File: config.mk
export PLATFORM = sky130hd
export DESIGN_NAME = frame_scan_ctl
export DESIGN_NICKNAME = d
export VERILOG_FILES = /design/src/rtl/frame_scan_ctl.sv
export SDC_FILE = /design/constraint.sdc
export NUM_CORES = 1
export LEC_CHECK = 0
export CAP_MARGIN = 20
export CORE_MARGIN = 2
export CORE_UTILIZATION = 42
export DETAILED_ROUTE_END_ITERATION = 16
export GPL_TIMING_DRIVEN = 0
export PLACE_DENSITY = 0.75
export SLEW_MARGIN = 40
export SYNTH_ARGS = -nofsm -noshare
export SYNTH_HDL_FRONTEND = slang
export SYNTH_SLANG_ARGS = --single-unit
File: constraint.sdc
create_clock -name clk_in -period 1.8 [get_ports clk_in]
set_clock_uncertainty 0.2 [all_clocks]
set_input_delay 0.18 -clock clk_in [delete_from_list [all_inputs] [get_ports clk_in]]
set_output_delay 0.18 -clock clk_in [all_outputs]
set_load 0.05 [all_outputs]
File: src/rtl/frame_scan_ctl.sv
// frame_scan_ctl: owns the ping-pong bank select and schedules cube RAM readout into the serialiser.
// Optional AUTO_REFRESH_EN: rescan the front bank (no swap) after REFRESH_CYCLES idle cycles.
module frame_scan_ctl #(
  parameter int unsigned LAYERS         = 8,
  parameter int unsigned PIX_PER_LAYER  = 64,
  parameter int unsigned REFRESH_CYCLES = 2400000
) (
  input  logic        clk_in,
  input  logic        rst_n_in,
  input  logic        frame_rdy_in,
  output logic        bank_wr_out,
  output logic        bank_rd_out,
  output logic        rd_en_out,
  output logic [2:0]  rd_layer_out,
  output logic [5:0]  rd_addr_out,
  input  logic [23:0] rd_data_in,
  output logic        pix_valid_out,
  output logic [23:0] pix_data_out,
  input  logic        pix_ready_in,
  output logic        latch_req_out,
  input  logic        latch_done_in,
  output logic        busy_out,
  output logic        frame_drop_out
);

  localparam logic [2:0] LAYER_LAST = 3'(LAYERS - 1);
  localparam logic [5:0] ADDR_LAST  = 6'(PIX_PER_LAYER - 1);

  if (LAYERS < 1 || LAYERS > 8 || PIX_PER_LAYER < 1 || PIX_PER_LAYER > 64 ||
      REFRESH_CYCLES < 1 || REFRESH_CYCLES > 4194304) begin : g_bad_param
    $error("frame_scan_ctl: parameter out of range");
  end

  typedef enum logic [2:0] {S_IDLE, S_READ, S_WAIT, S_SEND, S_LATCH} state_t;

  state_t      state, state_nx;
  logic        bank_rd, bank_rd_nx;
  logic        pending, pending_nx;
  logic        drop_q, drop_nx;
  logic [2:0]  layer, layer_nx;
  logic [5:0]  addr, addr_nx;
  logic [23:0] pix, pix_nx;

`ifdef AUTO_REFRESH_EN
  localparam logic [21:0] REFRESH_LAST = 22'(REFRESH_CYCLES - 1);
  logic [21:0] idle_cnt, idle_cnt_nx;

  always_ff @(posedge clk_in or negedge rst_n_in) begin
    if (!rst_n_in) idle_cnt <= '0;
    else           idle_cnt <= idle_cnt_nx;
  end
`endif

  always_ff @(posedge clk_in or negedge rst_n_in) begin
    if (!rst_n_in) begin
      state   <= S_IDLE;
      bank_rd <= 1'b0;
      pending <= 1'b0;
      drop_q  <= 1'b0;
      layer   <= '0;
      addr    <= '0;
      pix     <= '0;
    end else begin
      state   <= state_nx;
      bank_rd <= bank_rd_nx;
      pending <= pending_nx;
      drop_q  <= drop_nx;
      layer   <= layer_nx;
      addr    <= addr_nx;
      pix     <= pix_nx;
    end
  end

  always_comb begin
    state_nx   = state;
    bank_rd_nx = bank_rd;
    pending_nx = pending;
    drop_nx    = 1'b0;
    layer_nx   = layer;
    addr_nx    = addr;
    pix_nx     = pix;
`ifdef AUTO_REFRESH_EN
    idle_cnt_nx = '0;
`endif
    case (state)
      S_IDLE: begin
        // A pending frame and a fresh pulse in the same cycle merge into one swap.
        if (pending || frame_rdy_in) begin
          bank_rd_nx = ~bank_rd;
          pending_nx = 1'b0;
          layer_nx   = '0;
          addr_nx    = '0;
          state_nx   = S_READ;
        end
`ifdef AUTO_REFRESH_EN
        else if (idle_cnt == REFRESH_LAST) begin
          layer_nx = '0;
          addr_nx  = '0;
          state_nx = S_READ;
        end else begin
          idle_cnt_nx = idle_cnt + 22'd1;
        end
`endif
      end
      S_READ: state_nx = S_WAIT;
      S_WAIT: begin
        pix_nx   = rd_data_in;
        state_nx = S_SEND;
      end
      S_SEND: begin
        if (pix_ready_in) begin
          state_nx = S_READ;
          if (addr == ADDR_LAST) begin
            addr_nx = '0;
            if (layer == LAYER_LAST) begin
              layer_nx = '0;
              state_nx = S_LATCH;
            end else begin
              layer_nx = layer + 3'd1;
            end
          end else begin
            addr_nx = addr + 6'd1;
          end
        end
      end
      S_LATCH: if (latch_done_in) state_nx = S_IDLE;
      default: state_nx = S_IDLE;
    endcase
    if (state != S_IDLE && frame_rdy_in) begin
      pending_nx = 1'b1;
      drop_nx    = pending;
    end
  end

  assign bank_rd_out    = bank_rd;
  assign bank_wr_out    = ~bank_rd;
  assign rd_en_out      = (state == S_READ);
  assign pix_valid_out  = (state == S_SEND);
  assign latch_req_out  = (state == S_LATCH);
  assign busy_out       = (state != S_IDLE);
  assign frame_drop_out = drop_q;
  assign rd_layer_out   = layer;
  assign rd_addr_out    = addr;
  assign pix_data_out   = pix;

endmodule

==> After elaboration in Yosys (flattened, before gate mapping) <==
Index checks and enable logic that the tools add are counted.
{ "totals": {"wordCells": 51, "inputBits": 29, "ff_bits": 39} }
{ "classes": {"bitwise": 1, "n_mux": 19, "reduce_logical": 12, "n_eq_ne": 10, "n_addsub": 2} }
{ "ops": {"columns": ["operator", "n"], "rows": [
  ["3-bit two-way mux", 9],
  ["6-bit two-way mux", 3],
  ["3-bit one-hot mux with 5 select lines", 1],
  ["6-bit one-hot mux with 2 select lines", 1],
  ["6-bit by 1-bit adder with 6-bit output (second input constant)", 1],
  ["3-bit by 2-bit == test with 1-bit output (second input constant)", 2],
  ["3-bit == test (second input constant)", 2],
  ["6-bit == test (second input constant)", 1],
  ["2-bit by 1-bit != test with 1-bit output (second input constant)", 3],
  ["3-bit one-hot mux with 2 select lines", 1],
  ["3-bit AND reduction", 2],
  ["2-bit nonzero test", 3],
  ["1-bit two-way mux", 4],
  ["2-bit AND reduction", 2],
  ["4-bit AND reduction", 1],
  ["3-bit by 1-bit adder with 3-bit output (second input constant)", 1],
  ["3-bit by 1-bit == test with 1-bit output (second input constant)", 1],
  ["3-bit zero test", 1],
  ["3-bit nonzero test", 1],
  ["2-bit != test (second input constant)", 1],
  ["1-bit logical AND", 1],
  ["1-bit logical OR", 1],
  ["1-bit NOT", 1]
]} }

==> Logic depth before layout (Yosys ltp) <==
Gate-level depths: netlist of the first run.
{ "depth": {"word_depth": 5, "depth_mapped": 6, "ltp_nobuf": 5} }

==> Worst setup path after synthesis of the first run <==
No wires, ideal clock.
{ "synth_timing": {"kind": "reg2reg", "start": "register state[0]", "end": "register state[0]", "setup_ns": 0.124, "n_path_buf": 1, "arrival_ns": 2.104, "setup_slack_ns": -0.628, "stages_incl_launch_ff": 6, "required_time_ns": 1.476, "cell_sequence": "dfrtp_1 -> buf_6 -> nor3b_1 -> nor2b_1 -> a21oi_1 -> o31a_1"} }
{ "synth_via": {"elab_chain_len": 3, "elab_cells_between_ends": 10} }
{ "synth_rtl": {"columns": ["item", "line_no", "source"], "rows": [
  ["start, declared", "36", "state_t state, state_nx;"],
  ["start signal, assigned", "64", "state <= state_nx;"],
  ["3-bit == test (*)", null, null],
  ["net latch_req_out", "20", "output logic latch_req_out,"],
  ["2-bit by 1-bit != test with 1-bit output (no source line)", null, null],
  ["3-bit AND reduction (no source line)", null, null]
]} }
Mark *: on every way through the listed nets, which the timed path passes. The rest lies on a longest branch.
A chain may end at the register's enable or synchronous reset.

==> Final worst setup path of the first run <==
{ "layout_timing": {"start": "register state[1]", "end": "register addr[4] (netlist: rd_addr_out[4])"} }
{ "layout_via": {"elab_chain_len": 3, "elab_cells_between_ends": 7} }
{ "layout_rtl": {"columns": ["item", "line_no", "source"], "rows": [
  ["3-bit by 2-bit == test with 1-bit output / 3-bit zero test (equally long branches)", "85", "case (state)"],
  ["2-bit by 1-bit != test with 1-bit output (no source line) (tied with other cells)", null, null],
  ["3-bit AND reduction (no source line)", null, null],
  ["end signal, assigned", "69", "addr <= addr_nx;"],
  ["end, declared", "41", "logic [5:0] addr, addr_nx;"]
]} }
Parallel ways exist; a longest one is shown, timed or not.

==> run metrics, run 1 <==
final worst path period share 97.9%; maxcap violations 0; CTS tree built; Setup violations, final 0; via/cell ratio 5.22; Sw Pwr 2.56 mW; via count 1351; core area 3940 µm²; full die area 4550 µm²; final-report hold violation count 0; crit start category flip-flop; total CTS buffers 5; pwr dens 2000 nW/µm²; fill count 323; Ports 69; Tmin final 1760 ps; post-DR wirelength/cell 15.1 µm; nets 241; final wirelength 3920 µm; logic gate share of total power 60.5%; Tot Pwr 5.17 mW; slew margin rel. 66.1%; final core occ 65.6%; H-tree depth 2; most frequent cells in the layout dlygate4sd2_1, dfrtp_1, clkdlybuf4s50_1; worst skew pair latency 280 ps; DRC 0; Area Overhead vs Synth 52.8%; drt initial violations 41; Post-synth EDFFs 0; RSZ-0062 raised after global routing true; clock-pin slew on the worst setup and hold paths 70 ps; count of cell types in the netlist 32; crit-path cells buf_6 > o31a_1 > or4_1 > a21oi_1; commonest non-fill, non-tap cell in the layout dlygate4sd2_1; sequential area share after synthesis 57.6%; path type of the worst setup path reg -> reg; CP Capture Type flip-flop; Die H 67.5 µm; data required time of the critical path 1810 ps; ys flop type dfrtp_1; fin. max-slew vios 0; first-pass GRT wire length 6240 µm; Post-Synthesis Cell Area 1690 µm²; Post-DRT Antenna Nets 0; diodes inserted 0; Post-Syn Nets 161; Synth warnings 0; CP max stage cell or4_1; Critical Path Fanout Max 9; Hold Crit Class in -> async; Die X 67.5 µm; root buffer cell clkbuf_8; Synth Register Bits 39; Top delay family on crit path simple AND/OR/NAND/NOR gates; clock sinks 39; GPL Wtd Cong 0.826; First-pass DRT Iterations 4; peak supply drop 831 µV; Lkg Pwr 1.17 nW; Final HPWL DP 2930 µm; delay of the slowest critical-path stage 480 ps; Initial Util 42.9%; ys async rst share 100%; placed cells 248; Fin Hold WS 194 ps; vias in the first global route 1319; r2r setup slk 40 ps; run status completed; post-route insts no fill 259; initial antenna violation count 0; Switching Share 49.5%; Buffers on Ports 68; crit path buf inv count 1; Synth Instances 129; buffer depth of the longest clock path 2; Internal 2.61 mW; Sequential Power Share 28.3%; worst path arrival time 1770 ps; largest net degree at the start of global routing 22; total grt overflow 0; Max Freq 568 MHz; Slew @ Worst Pin 511 ps; Clock power frac 11.2%; Avg Cell Area, Syn 13.1 µm²; share of cells above drive strength 1 29.2%; FP Rows 23; All-Layer GR Usage 18.6%
==> worst reg2reg max path, delay by kind of cell, from the launching register on <==
family | cells | cell delay [ps]
flops | 1 | 400
compound gates | 2 | 450
simple gates | 1 | 480
buf+inv | 1 | 160
==> power by group through the flow <==
| stage | registers [mW] | logic (mW) | clock network (mW) |
|---|---|---|---|
| after floorplan | 2.71 | 0.981 | 0 |
| final | 1.46 | 3.13 | 0.579 |
| after detailed placement | 1.50 | 3.25 | 0 |
| after global placement | 1.48 | 3.19 | 0 |
| after CTS | 1.47 | 3.07 | 0.598 |
| after global routing | 1.52 | 3.30 | 0.655 |
==> cells in the mapped netlist (3+ instances only) <==
master / n / area, µm²
dfrtp_1: 39 / 976
nand2b_1: 4 / 25.0
a21oi_1: 5 / 25.0
a22o_1: 3 / 26.3
nor3_1: 4 / 20.0
o31ai_1: 3 / 22.5
nand3_1: 4 / 20.0
mux2_2: 26 / 293
nor2_1: 4 / 15.0
inv_1: 3 / 11.3
ha_1: 3 / 37.5
buf_2: 3 / 15.0
==> state kept, by name, indices dropped and copies added (netlist names) <==
register and count:
frame_drop_out 1, pending 1, bank_rd_out 1, state 3, rd_addr_out 6, pix_data_out 24
rd_layer_out 3
==> area by class of cell <==
| class | count | area [µm²] | share of cell area, % |
|---|---|---|---|
| multi-input cells | 81 | 706 | 27.3 |
| repair buffers | 73 | 679 | 26.3 |
| plain buffers | 6 | 57.6 | 2.22 |
| clock inverters | 1 | 5.00 | 0.193 |
| well taps | 50 | 62.6 | 2.42 |
| flip-flops and latches | 39 | 983 | 38.0 |
| inverters | 3 | 11.3 | 0.435 |
| clock buffers | 6 | 82.6 | 3.19 |
==> per-layer routing <==
layer	global-route usage (%)	vias up	wire length, µm
met5	0	-	0
met3	5.83	5	331
met2	30.8	60	1920
li1	-	635	-
met4	4.59	0	40
met1	23.6	651	1620
==> what timing repair did <==
item,4_1_cts,5_1_grt
pin swaps,1,3
cloned,0,0
resized for setup,65,10
endpoints found under the setup margin,63,14
hold endpoints to repair,20,0
hold buffers,1,0
setup buffers,1,2
==> cell families after synthesis <==
kind of cell / Yosys count / share of synthesized area, %
flops: 39 / 57.6
mux: 26 / 17.3
simple gates: 31 / 10.9
compound gates: 20 / 8.35
xor+xnor: 1 / 0.517
buf+inv: 9 / 3.10
fa+ha+maj: 3 / 2.22
==> through the flow <==
stage	worst slack, ps	cell area, µm²	setup TNS (ps)
final	38.7	2590	0
after global routing	-16.9	2590	-38.0
after CTS	3.94	2550	0
after detailed placement	-342	2470	-3080
after global placement	-649	2450	-22420
after floorplan	-98.9	1710	-98.9
==> final timing paths <==
check,from,to,cells after the start
setup reg to reg,state[1],rd_addr_out[4],4
hold reg to reg,pix_data_out[21],pix_data_out[21],1
hold / removal,rst_n_in,bank_rd_out,2
min in group clk_in,frame_rdy_in,frame_drop_out,2
max in group asynchronous,rst_n_in,rd_addr_out[3],3
setup / recovery,state[1],rd_addr_out[4],4
Power figures use the tool's default switching activity.
==> inputs of run 2 (changes only) <==
Settings changed: CAP_MARGIN 20 to default, CORE_UTILIZATION 42 to 46, PLACE_DENSITY 0.75 to 0.82.
Clock period 1.8 ns to 2.05 ns, I/O delays scaled along.
==> run metrics, run 2 (synthesized netlist as in run 1, its figures left out) <==
commonest non-fill, non-tap cell in the layout clkdlybuf4s50_1 (was dlygate4sd2_1); total grt overflow 0 (unchanged); largest net degree at the start of global routing 25 (was 22); first-pass GRT wire length 6620 µm (was 6240 µm); worst path arrival time 1580 ps (was 1770 ps); reg2reg path depth 4 (unchanged); most frequent cells in the layout clkdlybuf4s50_1, dfrtp_1, mux2_2 (was dlygate4sd2_1, dfrtp_1, clkdlybuf4s50_1); RR Endpoint pix_data_out[13] (was rd_addr_out[4]); Die X 64.7 µm (was 67.5 µm); Critical Path Fanout Max 10 (was 9); Buffers on Ports 68 (unchanged); post-DR wirelength/cell 15.6 µm (was 15.1 µm); crit start category flip-flop (unchanged); path type of the worst setup path reg -> out (was reg -> reg); Initial Util 46.9% (was 42.9%); fin. max-slew vios 0 (unchanged); maxcap violations 0 (unchanged); Lkg Pwr 1.12 nW (was 1.17 nW); total CTS buffers 5 (unchanged); DP Worst Slack -107 ps (was -342 ps); Die H 64.7 µm (was 67.5 µm); reg2reg start state[2] (was state[1]); H-tree depth 2 (unchanged); placed cells 246 (was 248); RSZ-0062 raised after global routing true (unchanged); r2r setup slk 170 ps (was 40 ps); nets 238 (was 241); via count 1351 (unchanged); via/cell ratio 5.30 (was 5.22); buffer depth of the longest clock path 2 (unchanged); run status completed (unchanged); Ports 69 (unchanged); pwr dens 1870 nW/µm² (was 2000 nW/µm²); full die area 4180 µm² (was 4550 µm²); final worst path period share 96.9%; vias in the first global route 1368 (was 1319); slew margin rel. 64.5% (was 66.1%); final core occ 72.1% (was 65.6%); Area Overhead vs Synth 53.7% (was 52.8%); clock sinks 39 (unchanged); root buffer cell clkbuf_8 (unchanged); worst skew pair latency 280 ps (about the same); All-Layer GR Usage 21.3% (was 18.6%); CP Capture Type output port (was flip-flop); Post-DRT Antenna Nets 0 (unchanged); max FFs per register 24 (unchanged); diodes inserted 0 (unchanged); CTS tree built (unchanged); GPL Wtd Cong 0.835 (was 0.826); Max Freq 503 MHz; FP Rows 22 (was 23); core area 3610 µm² (was 3940 µm²); DRC 0 (unchanged); Final HPWL DP 3030 µm (was 2930 µm); data required time of the critical path 1640 ps (was 1810 ps); Final TNS setup 0 ps (unchanged); initial antenna violation count 0 (unchanged); share of cells above drive strength 1 22.7% (was 29.2%); Slew @ Worst Pin 531 ps (was 511 ps); final-report hold violation count 0 (unchanged); drt initial violations 21 (was 41); Tmin final 1990 ps; Fin Hold WS 189 ps (was 194 ps); post-route insts no fill 255 (was 259); peak supply drop 1120 µV (was 831 µV); setup ws final 63.5 ps (was 38.7 ps); Setup violations, final 0 (unchanged); Hold Crit Class in -> async (unchanged); final wirelength 3970 µm (was 3920 µm); clock-pin slew on the worst setup and hold paths 70 ps (about the same); First-pass DRT Iterations 4 (unchanged)
run 2: area by class of cell:
| type | count | area [µm²] |
|---|---|---|
| plain buffers | 6 | 41.3 |
| clock buffers | 6 | 72.6 |
| clock inverters | 2 | 60.1 |
| fillers | 259 | 1000 |
| inverters | 3 | 11.3 |
| multi-input cells | 81 | 674 |
| flip-flops and latches | 39 | 976 |
| well taps | 48 | 60.1 |
| repair buffers | 70 | 706 |
run 2: how the worst max path moves through the flow:
stage / to / depth (start not counted) / startpoint
floorplan: rd_layer_out[0] / 5 / rd_addr_out[1]
detailed placement: rd_en_out / 3 / state[2]
global placement: rd_layer_out[0] / 1 / rst_n_in
global route: busy_out / 4 / state[0]
finish: latch_req_out / 3 / state[1]
CTS: rd_en_out / 3 / state[2]
run 2: per-layer routing:
layer / track usage [%] / routed length (µm)
met5: 0 / 0
met4: 6.38 / 45
met3: 6.42 / 278
met2: 35.4 / 1850
met1: 26.9 / 1790
run 2: power by group:
part           total, mW  internal, mW  switching [mW]
clock              0.737         0.486           0.251
combinational       2.82          1.04            1.78
sequential          1.31          1.11           0.207
run 2: worst max-delay path, stage by stage (launching register included):
cell	delay [ps]
dfrtp_1	390
buf_6	150
nor3b_2	200
dlygate4sd2_1	560
run 2: what timing repair did:
item                                    in CTS  in global routing
hold buffers                                 1                  0
setup buffers                                0                  0
gates resized for setup                      8                  5
endpoints found under the setup margin       4                  4
hold endpoints to repair                    39                  0
run 2: through the flow:
| step | area, µm² | total power [mW] |
|---|---|---|
| floorplan | 1700 | 3.23 |
| global placement | 2440 | 4.09 |
| detailed placement | 2470 | 4.19 |
| CTS | 2610 | 4.93 |
| global route | 2600 | 5.10 |
| finish | 2600 | 4.87 |
==> inputs of run 3 (changes only) <==
Settings changed: CELL_PAD_IN_SITES_DETAIL_PLACEMENT from default to 0, CELL_PAD_IN_SITES_GLOBAL_PLACEMENT from default to 1, CORE_UTILIZATION 46 to 35, PLACE_DENSITY 0.82 to 0.81, SETUP_SLACK_MARGIN from default to 0.5.
==> run metrics, run 3 (synthesized netlist as in run 1, its figures left out) <==
r2r setup slk 330 ps (was 170 ps); Ports 69 (unchanged); Critical Path Fanout Max 6 (was 10); Setup violations, final 0 (unchanged); FP Rows 25 (was 22); H-tree depth 2 (unchanged); Tmin final 1740 ps (was 1990 ps); buffer depth of the longest clock path 2 (unchanged); pwr dens 1790 nW/µm² (was 1870 nW/µm²); run status completed (unchanged); peak supply drop 773 µV (was 1120 µV); CP Capture Type output port (unchanged); reg2reg path depth 4 (unchanged); worst path arrival time 1340 ps (was 1580 ps); share of cells above drive strength 1 54.5% (was 22.7%); fin. max-slew vios 0 (unchanged); Tot Pwr 5.02 mW (was 4.87 mW); clock-pin slew on the worst setup and hold paths 80 ps (was 70 ps); Final HPWL DP 3010 µm (was 3030 µm); crit start category flip-flop (unchanged); maxcap violations 0 (unchanged); Die X 73.5 µm (was 64.7 µm); All-Layer GR Usage 16.2% (was 21.3%); Hold Crit Class in -> async (unchanged); Post-DRT Antenna Nets 0 (unchanged); RSZ-0062 raised after global routing true (unchanged); RR Endpoint rd_addr_out[2] (was pix_data_out[13]); drt initial violations 40 (was 21); Max Freq 574 MHz (was 503 MHz); M3 GR Usage 5.08% (was 6.42%); initial antenna violation count 0 (unchanged); final wirelength 4280 µm (was 3970 µm); vias in the first global route 1422 (was 1368); final worst path period share 85.0% (was 96.9%); final core occ 59.9% (was 72.1%); Area Overhead vs Synth 66.0% (was 53.7%); post-place instance area 2540 µm² (was 2470 µm²); largest net degree at the start of global routing 18 (was 25); GR peak layer met2 (unchanged); Lkg Pwr 1.21 nW (was 1.12 nW); CTS tree built (unchanged); via count 1372 (was 1351); commonest non-fill, non-tap cell in the layout dfrtp_1 (was clkdlybuf4s50_1); diodes inserted 0 (unchanged); post-DR wirelength/cell 15.6 µm (about the same); total grt overflow 0 (unchanged); post-layout instance area 2810 µm² (was 2600 µm²); Initial Util 36.1% (was 46.9%); max FFs per register 24 (unchanged); Die H 73.5 µm (was 64.7 µm); reg2reg start state[0] (was state[2]); final-report hold violation count 0 (unchanged); path type of the worst setup path reg -> out (unchanged); Final TNS setup 0 ps (unchanged); total CTS buffers 5 (unchanged); fill count 374 (was 259); worst skew pair latency 280 ps (about the same); Buffers on Ports 68 (unchanged); core area 4690 µm² (was 3610 µm²); nets 251 (was 238); full die area 5410 µm² (was 4180 µm²); Slew @ Worst Pin 392 ps (was 531 ps); clock sinks 39 (unchanged); slew margin rel. 73.8% (was 64.5%); first-pass GRT wire length 6700 µm (was 6620 µm); met2 GRT Util 27.1% (was 35.4%); root buffer cell clkbuf_8 (unchanged); First-pass DRT Iterations 5 (was 4); GR met1 Demand/Resource 20.3% (was 26.9%); GPL Wtd Cong 0.827 (was 0.835); via/cell ratio 5.01 (was 5.30); data required time of the critical path 1640 ps (about the same); most frequent cells in the layout dfrtp_1, clkdlybuf4s50_1, mux2_2 (was clkdlybuf4s50_1, dfrtp_1, mux2_2); DRC 0 (unchanged)
## run 3: final cells by class
class	count	area, µm²	share of cell area [%]
clock inverter	2	60.1	2.14
buffer	6	71.3	2.54
clock buffer	6	72.6	2.58
timing repair buffer	83	771	27.4
inverter	3	11.3	0.401
sequential	39	986	35.1
tap	54	67.6	2.40
multi-input combinational	81	771	27.4
## run 3: worst max-delay path by stage
| stage | depth (start not counted) | end | start | slack [ps] |
|---|---|---|---|---|
| 6_report | 3 | rd_en_out | state[2] | 310 |
| 3_5_place_dp | 3 | rd_en_out | state[2] | -120 |
| 4_1_cts | 4 | rd_addr_out[2] | state[1] | 320 |
| 3_3_place_gp | 1 | rd_addr_out[2] | rst_n_in | -420 |
| 5_1_grt | 4 | rd_addr_out[4] | state[0] | 260 |
| 2_1_floorplan | 5 | state[0] | state[0] | 350 |
## run 3: stage by stage
stage	setup slack [ps]	hold WS, ps	instances
after global routing	262	152	274
after floorplan	347	-291	129
final	308	134	274
after global placement	-425	288	251
after CTS	316	130	273
after detailed placement	-116	-90.4	253
## run 3: per-layer routing
metal  vias up  share of wire (%)
met4         0               0.33
met2        70                 47
li1        649                  -
met1       651                 44
met3         2                9.1
met5         -                  0
## run 3: timing repair
item | in CTS | in global routing
resized for setup | 139 | 30
gates cloned | 1 | 0
setup endpoints to repair | 74 | 57
buffers inserted | 10 | 1
pin swaps | 5 | 5
endpoints found under the hold margin | 26 | 0
hold buffers | 1 | 0
## run 3: report_power, final
| group | switching, mW | internal (mW) |
|---|---|---|
| Sequential | 0.200 | 1.11 |
| Combinational | 1.90 | 1.06 |
| Clock | 0.265 | 0.487 |
| Total | 2.36 | 2.66 |
## run 3: worst max-delay path: stages, from the launching register on
cell,delay [ps]
dfrtp_2,480
buf_8,150
nor3b_4,230
buf_6,190
